$ cat config.mk
export PLATFORM = sky130hd
export DESIGN_NAME = safe_code_tx
export DESIGN_NICKNAME = d
export VERILOG_FILES = /design/src/rtl/safe_lock_pkg.sv /design/src/rtl/safe_code_tx.sv
export SDC_FILE = /design/constraint.sdc
export NUM_CORES = 1
export LEC_CHECK = 0
export ABC_AREA = 0
export ABC_CLOCK_PERIOD_IN_PS = 3850
export BUFFER_PORTS_ARGS = -buffer_cell sky130_fd_sc_hd__buf_2
export CAP_MARGIN = 20
export CORE_UTILIZATION = 35
export DETAILED_ROUTE_END_ITERATION = 10
export PLACE_DENSITY_LB_ADDON = 0.05
export SLEW_MARGIN = 20
export SYNTH_ARGS = -nofsm -noshare
export SYNTH_HDL_FRONTEND = slang
export SYNTH_SLANG_ARGS = --single-unit
$ cat constraint.sdc
create_clock -name clk -period 3.85 [get_ports clk]
set_input_delay 0.385 -clock clk [delete_from_list [all_inputs] [get_ports clk]]
set_output_delay 0.385 -clock clk [all_outputs]
set_load 0.02 [all_outputs]
$ cat src/rtl/safe_lock_pkg.sv
// rtl/safe_lock_pkg.sv - status and tx state encodings shared by lock-side RTL and benches
package safe_lock_pkg;

    typedef enum logic [1:0] {
        ST_UNLOCK    = 2'b00,
        ST_REJECT    = 2'b01,
        ST_TIMEOUT   = 2'b10,
        ST_PROTO_ERR = 2'b11
    } status_e;

    typedef enum logic [2:0] {
        TX_IDLE    = 3'd0,
        TX_SEND    = 3'd1,
        TX_GAP     = 3'd2,
        TX_WAIT    = 3'd3,
        TX_RESP    = 3'd4,
        TX_LOCKOUT = 3'd5
    } tx_state_e;

endpackage

$ cat src/rtl/safe_code_tx.sv
// rtl/safe_code_tx.sv - serialises a code toward the lock, reports its verdict, enforces lockout
module safe_code_tx
    import safe_lock_pkg::*;
#(
    parameter int CODE_W      = 4,
    parameter int GAP_CYC     = 0,
    parameter int TIMEOUT     = 15,
    parameter int MAX_FAIL    = 3,
    parameter int LOCKOUT_CYC = 64
) (
    input  logic              clk,
    input  logic              rstn,
    input  logic              req_valid,
    output logic              req_ready,
    input  logic [CODE_W-1:0] req_code,
    output logic              ser_valid,
    output logic              ser_data,
    input  logic              lock_valid,
    input  logic              lock_out,
    output logic              rsp_valid,
    input  logic              rsp_ready,
    output logic [1:0]        rsp_status,
    output logic              locked_out
);

    localparam int CNT_MAX = (GAP_CYC > TIMEOUT)
                           ? ((GAP_CYC > LOCKOUT_CYC) ? GAP_CYC : LOCKOUT_CYC)
                           : ((TIMEOUT > LOCKOUT_CYC) ? TIMEOUT : LOCKOUT_CYC);
    localparam int CNT_W   = $clog2(CNT_MAX + 1);
    localparam int BIT_W   = (CODE_W > 1) ? $clog2(CODE_W) : 1;
    localparam int FAIL_W  = $clog2(MAX_FAIL + 1);

    localparam logic [CNT_W-1:0]  GAP_LOAD  = CNT_W'((GAP_CYC > 0) ? GAP_CYC - 1 : 0);
    localparam logic [CNT_W-1:0]  WAIT_LOAD = CNT_W'(TIMEOUT - 1);
    localparam logic [CNT_W-1:0]  LOCK_LOAD = CNT_W'((LOCKOUT_CYC > 0) ? LOCKOUT_CYC - 1 : 0);
    localparam logic [BIT_W-1:0]  BIT_LOAD  = BIT_W'(CODE_W - 1);
    localparam logic [FAIL_W-1:0] FAIL_MAX  = FAIL_W'(MAX_FAIL);

    tx_state_e          state;
    status_e            status;
    logic [CODE_W-1:0]  shreg;
    logic [BIT_W-1:0]   bit_cnt;
    logic [CNT_W-1:0]   cnt;
    logic [FAIL_W-1:0]  fail_cnt;
    logic               ready_en;

    logic    listening;
    logic    take_verdict;
    status_e verdict_st;

    // A verdict counts only while a code is in flight (SEND, GAP or WAIT).
    assign listening    = (state == TX_SEND) || (state == TX_GAP) || (state == TX_WAIT);
    assign take_verdict = listening && (lock_valid || lock_out);
    assign verdict_st   = (lock_valid && lock_out) ? ST_PROTO_ERR :
                          lock_out                 ? ST_UNLOCK    : ST_REJECT;

    always_ff @(posedge clk or negedge rstn) begin
        if (!rstn) begin
            state    <= TX_IDLE;
            status   <= ST_UNLOCK;
            shreg    <= '0;
            bit_cnt  <= '0;
            cnt      <= '0;
            fail_cnt <= '0;
            ready_en <= 1'b0;
        end else begin
            // Holds req_ready low in the reset cycle itself; opens on the first edge after release.
            ready_en <= 1'b1;
            if (take_verdict) begin
                status <= verdict_st;
                state  <= TX_RESP;
                if (verdict_st == ST_REJECT) begin
                    if (fail_cnt != FAIL_MAX)
                        fail_cnt <= fail_cnt + 1'b1;
                end else if (verdict_st == ST_UNLOCK) begin
                    fail_cnt <= '0;
                end
            end else begin
                case (state)
                    TX_IDLE: begin
                        if (req_valid && ready_en) begin
                            shreg   <= req_code;
                            bit_cnt <= BIT_LOAD;
                            state   <= TX_SEND;
                        end
                    end
                    TX_SEND: begin
                        if (bit_cnt == '0) begin
                            cnt   <= WAIT_LOAD;
                            state <= TX_WAIT;
                        end else begin
                            shreg   <= shreg << 1;
                            bit_cnt <= bit_cnt - 1'b1;
                            if (GAP_CYC > 0) begin
                                cnt   <= GAP_LOAD;
                                state <= TX_GAP;
                            end
                        end
                    end
                    TX_GAP: begin
                        if (cnt == '0)
                            state <= TX_SEND;
                        else
                            cnt <= cnt - 1'b1;
                    end
                    TX_WAIT: begin
                        if (cnt == '0) begin
                            status <= ST_TIMEOUT;
                            state  <= TX_RESP;
                        end else begin
                            cnt <= cnt - 1'b1;
                        end
                    end
                    TX_RESP: begin
                        if (rsp_ready) begin
                            if (fail_cnt == FAIL_MAX) begin
                                cnt   <= LOCK_LOAD;
                                state <= TX_LOCKOUT;
                            end else begin
                                state <= TX_IDLE;
                            end
                        end
                    end
                    TX_LOCKOUT: begin
                        if (cnt == '0) begin
                            fail_cnt <= '0;
                            state    <= TX_IDLE;
                        end else begin
                            cnt <= cnt - 1'b1;
                        end
                    end
                    default: state <= TX_IDLE;
                endcase
            end
        end
    end

    assign req_ready  = (state == TX_IDLE) && ready_en;
    assign ser_valid  = (state == TX_SEND);
    assign ser_data   = (state == TX_SEND) && shreg[CODE_W-1];
    assign rsp_valid  = (state == TX_RESP);
    assign rsp_status = status;
    assign locked_out = (state == TX_LOCKOUT);

endmodule

## Yosys cells after proc, flatten, opt, wreduce, memory -nomap -nowiden

Cells that the tools add are included.

| cells by class | value |
|---|---|
| $add $sub $neg | 3 |
| equality and inequality tests | 22 |
| muxes and demuxes | 31 |
| bitwise operators | 1 |
| reductions and logical operators | 23 |

Operators with widths:

| cell | count |
|---|---|
| 7-bit two-way mux | 4 |
| 2-bit two-way mux | 12 |
| 3-bit two-way mux | 8 |
| 7-bit one-hot mux with 3 select lines | 1 |
| 3-bit one-hot mux with 6 select lines | 1 |
| 3-bit by 1-bit != test with 1-bit output (second input constant) | 4 |
| 6-bit AND reduction | 2 |
| 3-bit by 2-bit != test with 1-bit output (second input constant) | 3 |
| 4-bit two-way mux | 2 |
| 2-bit != test (second input constant) | 4 |
| 4-bit one-hot mux with 2 select lines | 1 |
| 4-bit AND reduction | 2 |
| 2-bit nonzero test | 4 |
| 7-bit zero test | 1 |
| 7-bit by 1-bit subtractor with 7-bit output (second input constant) | 1 |
| 3-bit by 2-bit == test with 1-bit output (second input constant) | 2 |
| 3-bit == test (second input constant) | 2 |
| 2-bit by 1-bit != test with 1-bit output (second input constant) | 3 |
| 1-bit logical AND | 5 |
| 2-bit zero test | 2 |
| 2-bit one-hot mux with 2 select lines | 1 |
| 3-bit by 1-bit == test with 1-bit output (second input constant) | 1 |
| 3-bit zero test | 1 |
| 1-bit logical OR | 3 |
| other kinds (10) | 10 |

| storage, ports and cells | value |
|---|---|
| bits in registers | 21 |
| bits of input ports | 10 |
| output and inout bits | 7 |
| word-level logic and storage cells | 87 |

## Longest topological paths before layout

Gate-level depths: netlist of the first run.

| logic depth | value |
|---|---|
| depth after elaboration | 6 |
| depth in mapped cells | 6 |
| depth with buffers taken out | 6 |

## Worst setup path before layout of the first run

Ideal clock, no wire load.

| timing | value |
|---|---|
| path type | flip-flop to output port |
| start point | register state[1] |
| end point | output port ser_data |
| data arrival time | 1.317 ns |
| data required time | 3.465 ns |
| slack | 2.148 ns |
| cell stages (with the launch flop) | 3 |
| path buffers | 0 |
| path through | dfrtp_1 > nor3b_2 > and2_1 |

| between the ends | value |
|---|---|
| cells in the longest elaborated chain, start to end | 2 |

Ends and longest elaborated chain:

| what | line | source |
|---|---|---|
| start: declaration | safe_code_tx.sv:39 | `tx_state_e state;` |
| start signal: assignment | safe_code_tx.sv:59 | `state <= TX_IDLE;` |
| start signal: assignment | safe_code_tx.sv:71 | `state <= TX_RESP;` |
| start signal: assignment | safe_code_tx.sv:84 | `state <= TX_SEND;` |
| 3-bit by 1-bit == test with 1-bit output | n/a |  |
| via ser_valid | safe_code_tx.sv:16 | `output logic ser_valid,` |
| 1-bit logical AND | safe_code_tx.sv:140 | `assign ser_data = (state == TX_SEND) && shreg[CODE_W-1];` |
| end: declaration | safe_code_tx.sv:17 | `output logic ser_data,` |

The timed path passes the listed nets, and every way through them passes these cells.

## Final worst setup path of the first run

| timing | value |
|---|---|
| start point | register state[2] |
| end point | output port ser_data |

| between the ends | value |
|---|---|
| cells in the longest elaborated chain, start to end | 2 |

Ends and longest elaborated chain:

| what | line |
|---|---|
| 3-bit by 1-bit == test with 1-bit output | safe_code_tx.sv:140 |
| 1-bit logical AND | safe_code_tx.sv:140 |

Every way passes these cells.

==> results by stage, run 1 <==
Clocking:
- The clock net in this run drives a total of 21 sinks.
- After clock tree synthesis, the setup repair step added 0 buffers.
- The clock latency on the worst-skew pair is roughly 0.26 ns.
- The tree is rooted in a sky130_fd_sc_hd__clkbuf_8.
- The clock tree from TritonCTS is yes.
- The number of buffers added to fix hold violations after cts is 0.
- Counting along the longest clock path gives a buffer depth of 2.
- The number of clock buffers inserted by TritonCTS is 3.
- The clock transition at the register clock pins on the worst setup and hold paths after CTS is 0.07 ns.
- The total number of H-tree levels is 1.
- Gates resized during post-CTS repair numbered 0.

Finish:
- The library cell used most frequently in the layout, excluding fill and tap cells, is sky130_fd_sc_hd__dfrtp_1.
- The total area of multi-input combinational cells is a little over 800 sq um.
- The post-route netlist has 23.1% of its cells at a drive strength greater than 1.
- Cells fill 41.4% of the core in the end.
- The non-filler instance count after layout is 208.
- Relative to the synthesized area, the layout overhead comes to 9.40%.
- In the layout the commonest cells are sky130_fd_sc_hd__dfrtp_1 (21), sky130_fd_sc_hd__buf_2 (16), sky130_fd_sc_hd__nor2_1 (11), sky130_fd_sc_hd__nand2_1 (9), sky130_fd_sc_hd__inv_1 (8).
- 0 antenna diodes ended up in the layout.
- The count of fill cells added during filler insertion is a little under 400.
- Summing all flip-flop and latch instances after layout gives 526 sq um.
- The number of nets in the finished design is 175.

Timing:
- After layout, the minimum clock period comes to 2.19 ns.
- The total negative slack for setup checks is 0 ns.
- After layout, the worst path uses between 50% and 60% of the clock period.
- Across all hold checks on the routed design, the worst slack comes to a little over 0.08 ns.
- The count of final hold-check violations is 0.
- For the pin with the worst max-slew slack, the measured transition is 0.703 ns.
- Setup repair after global routing left no endpoint under its margin.
- Derived from the worst setup path, the maximum achievable clock frequency is around 460 MHz.
- The number of max-slew violations in the final report came to 0.
- The final number of setup-violating endpoints is 0.
- The worst setup skew after layout is between 0.001 and 0.0015 ns.
- The relative max-transition margin is a little over half.

Logic synthesis:
- Synthesis produced 145 cells.
- The number of synthesized flops with an enable pin is 0.
- The flip-flop and latch count after synthesis is 21.
- The count of different cell masters after synthesis is 59.
- The post-synthesis net count is 159.
- The summed instance area of the synthesized netlist is 1440 sq um.
- After synthesis, the mean cell area works out to between 9 and 10 sq um.
- The proportion of register bits with asynchronous set or reset after synthesis is 100%.
- For this run, the number of Yosys warnings is 0.
- Among all flip-flop cells after synthesis, the most frequent one is sky130_fd_sc_hd__dfrtp_1.
- The proportion of synthesized chip area in sequential cells is 36.6%.

Detailed routing:
- For this block, the initial DRC count from the detailed router was 47.
- In the routed design, unresolved DRC markers number 0.
- In this run the remaining antenna-violating nets after routing total 0.
- The number of vias after detailed routing is 1186.
- The routed via count divided by cell count is 5.70.
- Wires add up to 3210 um.
- Dividing the detail-routed wire length by the instance count gives about 15 um.
- The first-pass iteration count of the detailed router is 4.

Global route:
- The number of antenna violations at the first check in global routing came to 0.
- The first global-routing pass estimated 5420 um of wire.
- Global routing consumed, over all layers together, 16.4% of the routing resources.
- Summed over all layers, the global routing overflow is 0.
- The number of global-route vias before repair is 1127.
- Entering global routing, the biggest net connects 24 pins.

Min path:
- The class of the most critical hold timing path is input port to asynchronous set/reset pin.

Placed design:
- The count of buffers inserted at the top-level ports is 16.
- The weighted congestion reported at the end of routability-driven placement is 0.894.
- The number of placed instances, taps included, is around 200.
- The wire-length estimate of the detail-placed layout is 2400 um.

Setup path:
- The worst register-to-register path begins at state[2].
- The capture instance of the worst register-to-register path is state[0].
- Of all nets on the critical path, the largest fanout is 23.
- The critical path endpoint category is an output pin.
- The worst path required time is roughly 3.5 ns.
- STA puts the critical path data arrival time at 1.80 ns.
- The startpoint type of the worst setup path is a flop.
- The type of the worst setup path is flop to output pin.
- The worst reg-to-reg setup slack is about 1.8 ns.
- The length in cells of the worst reg-to-reg path is 4.

Pwr:
- The share of total power dissipated in combinational logic is about half.
- Cell internal power was estimated by the tool at approximately 600 uW.
- Of the total power, the share spent switching nets is 45.1%.
- Of the total power, the clock network draws 12.8%.
- The worst-case IR drop observed on VDD is 0.000294 V.
- The switching power summed over all nets is 505 uW.
- The sequential share of power is a little under two fifths.
- The analysis attributes to cell leakage a power of a little over 0.7 nW.
- The power density relative to cell area is 712 nW/um^2.

Floorplanning:
- The floorplan step set the die height to 66.1 um.
- The placeable core region is roughly 3800 sq um.
- The die covers roughly 4400 sq um.
- The initial utilization of the core area, before any placement, comes to a little under two fifths.
- The number of placement rows is 22.
- The top-level port count is 17.
- The chip width is 66.1 um.

Flow run:
- The reported max-cap violation count is 0.

Outcome:
- The run finished with clean final reports.
[cells by family (layout without fill, tap and decap cells)]
kind of cell / count (synthesis) / count (layout) / share of synthesized area (%)
AO/OA/AOI/OAI: 42 / 42 / 23.2
adder cells (fa/ha/maj): 4 / 4 / 3.48
buffers and inverters: 14 / 29 / 5.83
flip-flops: 21 / 21 / 36.6
multiplexers: 6 / 6 / 4.26
other: 1 / 1 / 0.261
AND/OR/NAND/NOR: 57 / 57 / 26.4
[how the worst max path moves through the flow]
stage              from  endpoint  slack (ns)
5_1_grt        state[2]  ser_data        1.51
6_report       state[2]  ser_data        1.66
4_1_cts        state[2]  ser_data        1.62
3_3_place_gp   state[2]    cnt[0]        1.92
2_1_floorplan  state[1]  ser_data        2.15
3_5_place_dp   state[2]  state[0]        1.83
[sequential cells by signal (all words and copies together), names as in the netlist]
name and count:
cnt 7, shreg 4, state 3, bit_cnt 2
fail_cnt 2, rsp_status 2, ready_en 1
[area by class of cell]
cell class / instances / share of cell area [%]
clock buffers: 4 / 2.86
multi-input cells: 110 / 52.7
repair buffers: 16 / 5.09
well taps: 48 / 3.82
inverters: 9 / 2.15
flip-flops and latches: 21 / 33.4
[layer usage]
| metal | up-vias | track usage, % | share of wire, % |
|---|---|---|---|
| met2 | 35 | 27.4 | 48 |
| met1 | 577 | 21.0 | 46 |
| met3 | 6 | 4.31 | 4.5 |
| met4 | 0 | 3.99 | 1.2 |
| met5 | - | 0 | 0 |
| li1 | 568 | - | - |
[power by group through the flow]
stage          combinational [mW]  sequential [mW]  clock (mW)
2_1_floorplan               0.482            0.376           0
3_3_place_gp                0.546            0.417           0
3_5_place_dp                0.563            0.417           0
4_1_cts                     0.564            0.414       0.152
5_1_grt                     0.621            0.429       0.159
6_report                    0.562            0.415       0.144
[worst max-delay path, cell delays in order (launching register included)]
cell and delay [ns]:
sky130_fd_sc_hd__dfrtp_1 0.64, sky130_fd_sc_hd__nor3b_2 0.54, sky130_fd_sc_hd__and2_1 0.20, sky130_fd_sc_hd__buf_2 0.16
[per-stage QoR]
step	power (mW)	area, sq um	setup WS [ns]
floorplan	0.858	1440	2.15
global placement	0.963	1530	1.92
detailed placement	0.980	1530	1.83
CTS	1.13	1570	1.62
global route	1.21	1570	1.51
finish	1.12	1570	1.66
[synthesized netlist by cell type, types with 2 or more instances]
| cell type | count | area [sq um] |
|---|---|---|
| sky130_fd_sc_hd__dfrtp_1 | 21 | 526 |
| sky130_fd_sc_hd__nor2_1 | 11 | 41.3 |
| sky130_fd_sc_hd__nand2_1 | 9 | 33.8 |
| sky130_fd_sc_hd__inv_1 | 8 | 30.0 |
| sky130_fd_sc_hd__a31oi_1 | 6 | 37.5 |
| sky130_fd_sc_hd__mux2i_1 | 5 | 50.1 |
| sky130_fd_sc_hd__nand3_1 | 5 | 25.0 |
| sky130_fd_sc_hd__o21ai_0 | 5 | 25.0 |
| sky130_fd_sc_hd__a21oi_1 | 4 | 20.0 |
| sky130_fd_sc_hd__and3b_1 | 4 | 35.0 |
| sky130_fd_sc_hd__buf_6 | 4 | 45.0 |
| sky130_fd_sc_hd__ha_1 | 4 | 50.1 |
| sky130_fd_sc_hd__nand2b_1 | 4 | 25.0 |
| sky130_fd_sc_hd__a211oi_1 | 3 | 22.5 |
| sky130_fd_sc_hd__and2_1 | 2 | 12.5 |
| sky130_fd_sc_hd__nor3_1 | 2 | 10.0 |
| sky130_fd_sc_hd__nor3b_1 | 2 | 15.0 |
| sky130_fd_sc_hd__nor3b_2 | 2 | 25.0 |
| sky130_fd_sc_hd__o22ai_1 | 2 | 12.5 |
| sky130_fd_sc_hd__o2bb2ai_1 | 2 | 17.5 |
| sky130_fd_sc_hd__or2_2 | 2 | 12.5 |
Note: power is estimated with default switching activity, not from simulation.
==> run 2: changes to the inputs <==
--- a/config.mk
+++ b/config.mk
@@ -5,8 +5,8 @@
 export SDC_FILE = /design/constraint.sdc
 export NUM_CORES = 1
 export LEC_CHECK = 0
-export ABC_AREA = 0
-export ABC_CLOCK_PERIOD_IN_PS = 3850
+export ABC_AREA = 1
+export ABC_CLOCK_PERIOD_IN_PS = 1950
 export BUFFER_PORTS_ARGS = -buffer_cell sky130_fd_sc_hd__buf_2
 export CAP_MARGIN = 20
 export CORE_UTILIZATION = 35
==> constraint.sdc (replaced) <==
create_clock -name clk -period 1.95 [get_ports clk]
set_input_delay 0.195 -clock clk [delete_from_list [all_inputs] [get_ports clk]]
set_output_delay 0.195 -clock clk [all_outputs]
set_load 0.02 [all_outputs]
==> run 2 against run 1 <==
- register-to-register slack worse by 1.5 ns
- routed wire length is 2.4% lower
- final cell count is 28% higher
- die area is 2.3% higher
- utilization is 0.53 points lower
- via count is 5.6% higher
- sequential share of layout area is 1.5 points lower
- setup slack worse by 1.4 ns
- combinational power grew to 3.0 times the previous value
==> results by stage, run 2 <==
Logic synthesis:
- The share of the Yosys chip area taken by registers is 35.7%.
- The primary flip-flop cell chosen by synthesis mapping is sky130_fd_sc_hd__dfrtp_1.
- After Yosys synthesis, full adders, half adders and majority gates account for under 10% of the synthesized area.
- By area, the combinational part of the netlist is dominated by simple AND/OR/NAND/NOR gates.
- Summing the areas of all compound-gate instances in the mapped netlist gives 8.50% of the synthesized area.
- When the netlist entered floorplanning its net count stood at 211.
- The post-synthesis area per instance is 7.47 sq um.
- The multiplexer share of the synthesized area is 0%.
- The netlist uses 30 different library cells.
- Synthesis inferred 21 register bits.
- In the post-synthesis netlist, the cell with the most instances is sky130_fd_sc_hd__nand2_1.
- In the synthesized netlist the async set-or-reset flop fraction comes to 100%.
- In the post-synthesis netlist, the biggest area contributors are sky130_fd_sc_hd__dfrtp_1 (36%), sky130_fd_sc_hd__nand2_1 (16%), sky130_fd_sc_hd__inv_1 (5.6%).
- After technology mapping, the gate count stands at 197.
- Yosys mapped a number of flops with a built-in enable equal to 0.
- After Yosys synthesis, XOR and XNOR cells account for 1.19% of the synthesized area.
- After Yosys synthesis, and, or, nand and nor cells account for 41.9% of the synthesized area.
- Counting instances in the post-synthesis netlist gives the leading cell types as sky130_fd_sc_hd__nand2_1 (64), sky130_fd_sc_hd__inv_1 (22), sky130_fd_sc_hd__dfrtp_1 (21).
- For this run, the number of Yosys warnings is 0.
- Of all cell types, the one taking the most synthesized area is sky130_fd_sc_hd__dfrtp_1.
- The share of Yosys cell area claimed by the top area cell type is 35.7%.
- In this run the cell area of the synthesized design comes to 1470 sq um.

Global route:
- The number of antenna violations at the first check in global routing is 0.
- Entering global routing, the biggest net connects 22 pins.
- The overall overflow remaining after global route is 0.
- Global routing used 16.1% of the available tracks across all layers.
- The first-pass GRT wire length is between 5000 and 6000 um.
- The number of global-route vias before repair is approximately 1.2k.

Clocking:
- Buffers inserted to repair hold after CTS numbered 1.
- The clock tree from TritonCTS is yes.
- The post-cts sizing count is 0.
- In this run the number of H-tree levels came out at 1.
- The clock transition at the register clock pins on the worst setup and hold paths after CTS is 0.08 ns.
- The post-CTS setup buffer count is 0.
- The root buffer cell is sky130_fd_sc_hd__clkbuf_8.
- The number of clock buffers inserted by TritonCTS is 3.
- No sink is reached through more buffers than the 2 on the longest clock path.
- The clock latency on the worst-skew pair is 0.26 ns.
- Counting every sink on the clock net gives 21.

Detailed routing:
- Across all layers, the routed design uses 1252 vias.
- The first detailed-routing pass ran for 4 iterations.
- The final layout contains routed wiring with a total length of between 3000 and 4000 um.
- The number of DRC markers after the initial detailed-route iteration is 39.
- After detailed routing, the number of remaining DRC violations is 0.
- After detailed routing, the average wire length per cell comes to 11.8 um.
- The remaining antenna violation count is 0.
- Using the TritonRoute via totals, the vias-per-cell ratio works out to 4.71.

Floorplanning:
- The die is approximately 67 um wide.
- Pin placement for this block handled 17 I/O pins.
- The floorplan has 23 rows.
- The die area is about 4500 sq um.
- For this configuration, the core starts out at a cell density of 36.5%.
- The die extent in y is 66.8 um.
- The core region is 4030 sq um.

Finish:
- The non-filler instance count after layout is 266.
- The flip-flop count of the largest register, all copies and words added is 7.
- The largest registers in the layout are cnt (7), shreg (4), state (3).
- The leading cell type in the layout, fill and taps excluded is sky130_fd_sc_hd__nand2_1.
- The top register by number of flip-flops is cnt.
- The finished layout cell area is 1650 sq um.
- The signed area change from the synthesized netlist to the final layout is 11.9%.
- Counting the fill cells in the layout gives 448.
- In the final layout, the share of cells above drive strength 1 is 24.5%.
- The number of antenna diodes in the final layout is 0.
- The area occupied by registers is around 530 sq um.
- Cells fill between 40% and 50% of the core in the end.
- Leaving out fill and tap cells, the most frequent cells in the layout are sky130_fd_sc_hd__nand2_1 (64), sky130_fd_sc_hd__inv_1 (22), sky130_fd_sc_hd__dfrtp_1 (21), sky130_fd_sc_hd__buf_2 (16), sky130_fd_sc_hd__nand3_1 (12).
- Summing all multi-input logic gate instances after layout gives 813 sq um.
- The net count of the finished layout is 231.

Setup path:
- The data arrival time at the worst-slack endpoint is around 1.5 ns.
- The type of the worst setup path is flop to output pin.
- The largest individual stage delay along the critical path comes from the cell sky130_fd_sc_hd__dfrtp_1.
- The critical path goes through inv_2, nor2_2, nand2_1, nor2_1, buf_2.
- Counting cells, the worst reg-to-reg path comes to 9.
- The worst setup path is captured at an output pin.
- Of all nets on the critical path, the largest fanout is 8.
- At the worst endpoint, the required time is between 1.5 and 2 ns.
- The maximum cell stage delay along the critical path is 0.55 ns.
- The worst setup path is launched from a flop.

Pwr:
- The power density relative to cell area is between 1500 and 2000 nW/um^2.
- Sequential cells account for ~28% of the total power.
- The total power is 2.76 mW.
- Net switching is 51.7% of the power.
- The share of total power dissipated in combinational logic is between 60% and 70%.
- For this design the total switching power over the nets is 1.43 mW.
- The internal power of the cells totals roughly 1.3 mW.
- The share of total power dissipated in the clock network is 10.7%.
- In this run the static leakage power is 0.852 nW.
- The worst IR drop on VDD is 0.000713 V.

Timing:
- The final worst slack is 0.261 ns.
- On the final layout, the worst hold slack is 0.198 ns.
- Setup repair after global routing left no endpoint under its margin.
- Setup violations remaining at the end of the flow were counted as 0.
- Based on the critical path, the design can be clocked at up to 592 MHz.
- The count of final hold-check violations came to 0.
- The worst setup skew after layout is 0.00272 ns.
- The ratio of final minimum period to clock period is 86.6%.
- After layout, the minimum clock period comes to between 1.5 and 2 ns.
- The number of max-slew violations in the final report is 0.
- For the pin with the worst max-slew slack, the measured transition is 0.520 ns.
- The total negative slack for setup checks is 0 ns.
- The relative max-transition margin is 65.3%.

Flow run:
- The reported max-cap violation count is 0.

Placed design:
- The count of buffers inserted at the top-level ports is 16.
- Once placement finished, the instance area stood at 1590 sq um.
- At the placement stage, the worst setup path has a slack of around 0.37 ns.
- The placed wire-length estimate after detailed placement is 2360 um.
- The congestion estimate from routability-driven global placement came to approximately 0.84.
- The total instance count after detailed placement is 261.

Min path:
- The min-delay analysis places its worst path in the category input port to flop.
- The hold path depth is 3.

Outcome:
- The run finished with clean final reports.
[run 2: cell count changes after synthesis, sizes merged, moves of 4 or more]
cell / delta
nor2: +10
a31oi: -6
nor3: -4
mux2i: -5
nand3: +11
nand2: +64
o21ai: +7
and3b: -5
inv: +18
nand2b: -4
nor3b: -5
[run 2: power groups by stage]
stage	sequential (mW)	clock (mW)	combinational [mW]
3_3_place_gp	0.786	0	1.68
3_5_place_dp	0.784	0	1.70
4_1_cts	0.777	0.311	1.71
5_1_grt	0.808	0.328	1.90
6_report	0.778	0.295	1.69
2_1_floorplan	0.735	0	1.43
[run 2: kinds of logic (layout without fill, tap and decap cells)]
family / after synthesis / count (layout)
buffers and inverters: 30 / 49
DFF: 21 / 21
AOI/OAI and AO/OA: 22 / 22
other: 1 / 1
and+or+nand+nor: 117 / 117
adders and majority gates: 4 / 4
xor gates and xnor gates: 2 / 2
[run 2: metal layers]
metal / vias to the layer above / track usage (%) / part of all wire, %
met5: - / 0 / 0
met4: 0 / 5.85 / 1.1
met3: 4 / 4.28 / 3.3
met2: 22 / 26.3 / 46
met1: 571 / 20.1 / 50
li1: 655 / - / -
[run 2: layout make-up]
cell class | instances | area share, %
Sequential cell | 21 | 31.9
Timing Repair Buffer | 17 | 5.47
Multi-Input combinational cell | 146 | 49.4
Tap cell | 50 | 3.80
Clock buffer | 4 | 2.74
Inverter | 28 | 6.69
[run 2: worst max-delay path, delay by kind of cell (launching register included)]
family,cells,cell delay [ns]
DFF,1,0.55
and+or+nand+nor,3,0.45
buffers and inverters,2,0.23
[run 2: path summary, 6_finish.rpt]
| kind | startpoint | to | slack (ns) |
|---|---|---|---|
| setup / recovery | state[0] | ser_data | 0.26 |
| min in group asynchronous | rstn | shreg[1] | 0.43 |
| hold / removal | req_code[0] | shreg[0] | 0.20 |
| setup reg to reg | cnt[0] | fail_cnt[0] | 0.37 |
| max in group asynchronous | rstn | cnt[6] | 1.17 |
| hold reg to reg | rsp_status[0] | rsp_status[0] | 0.49 |
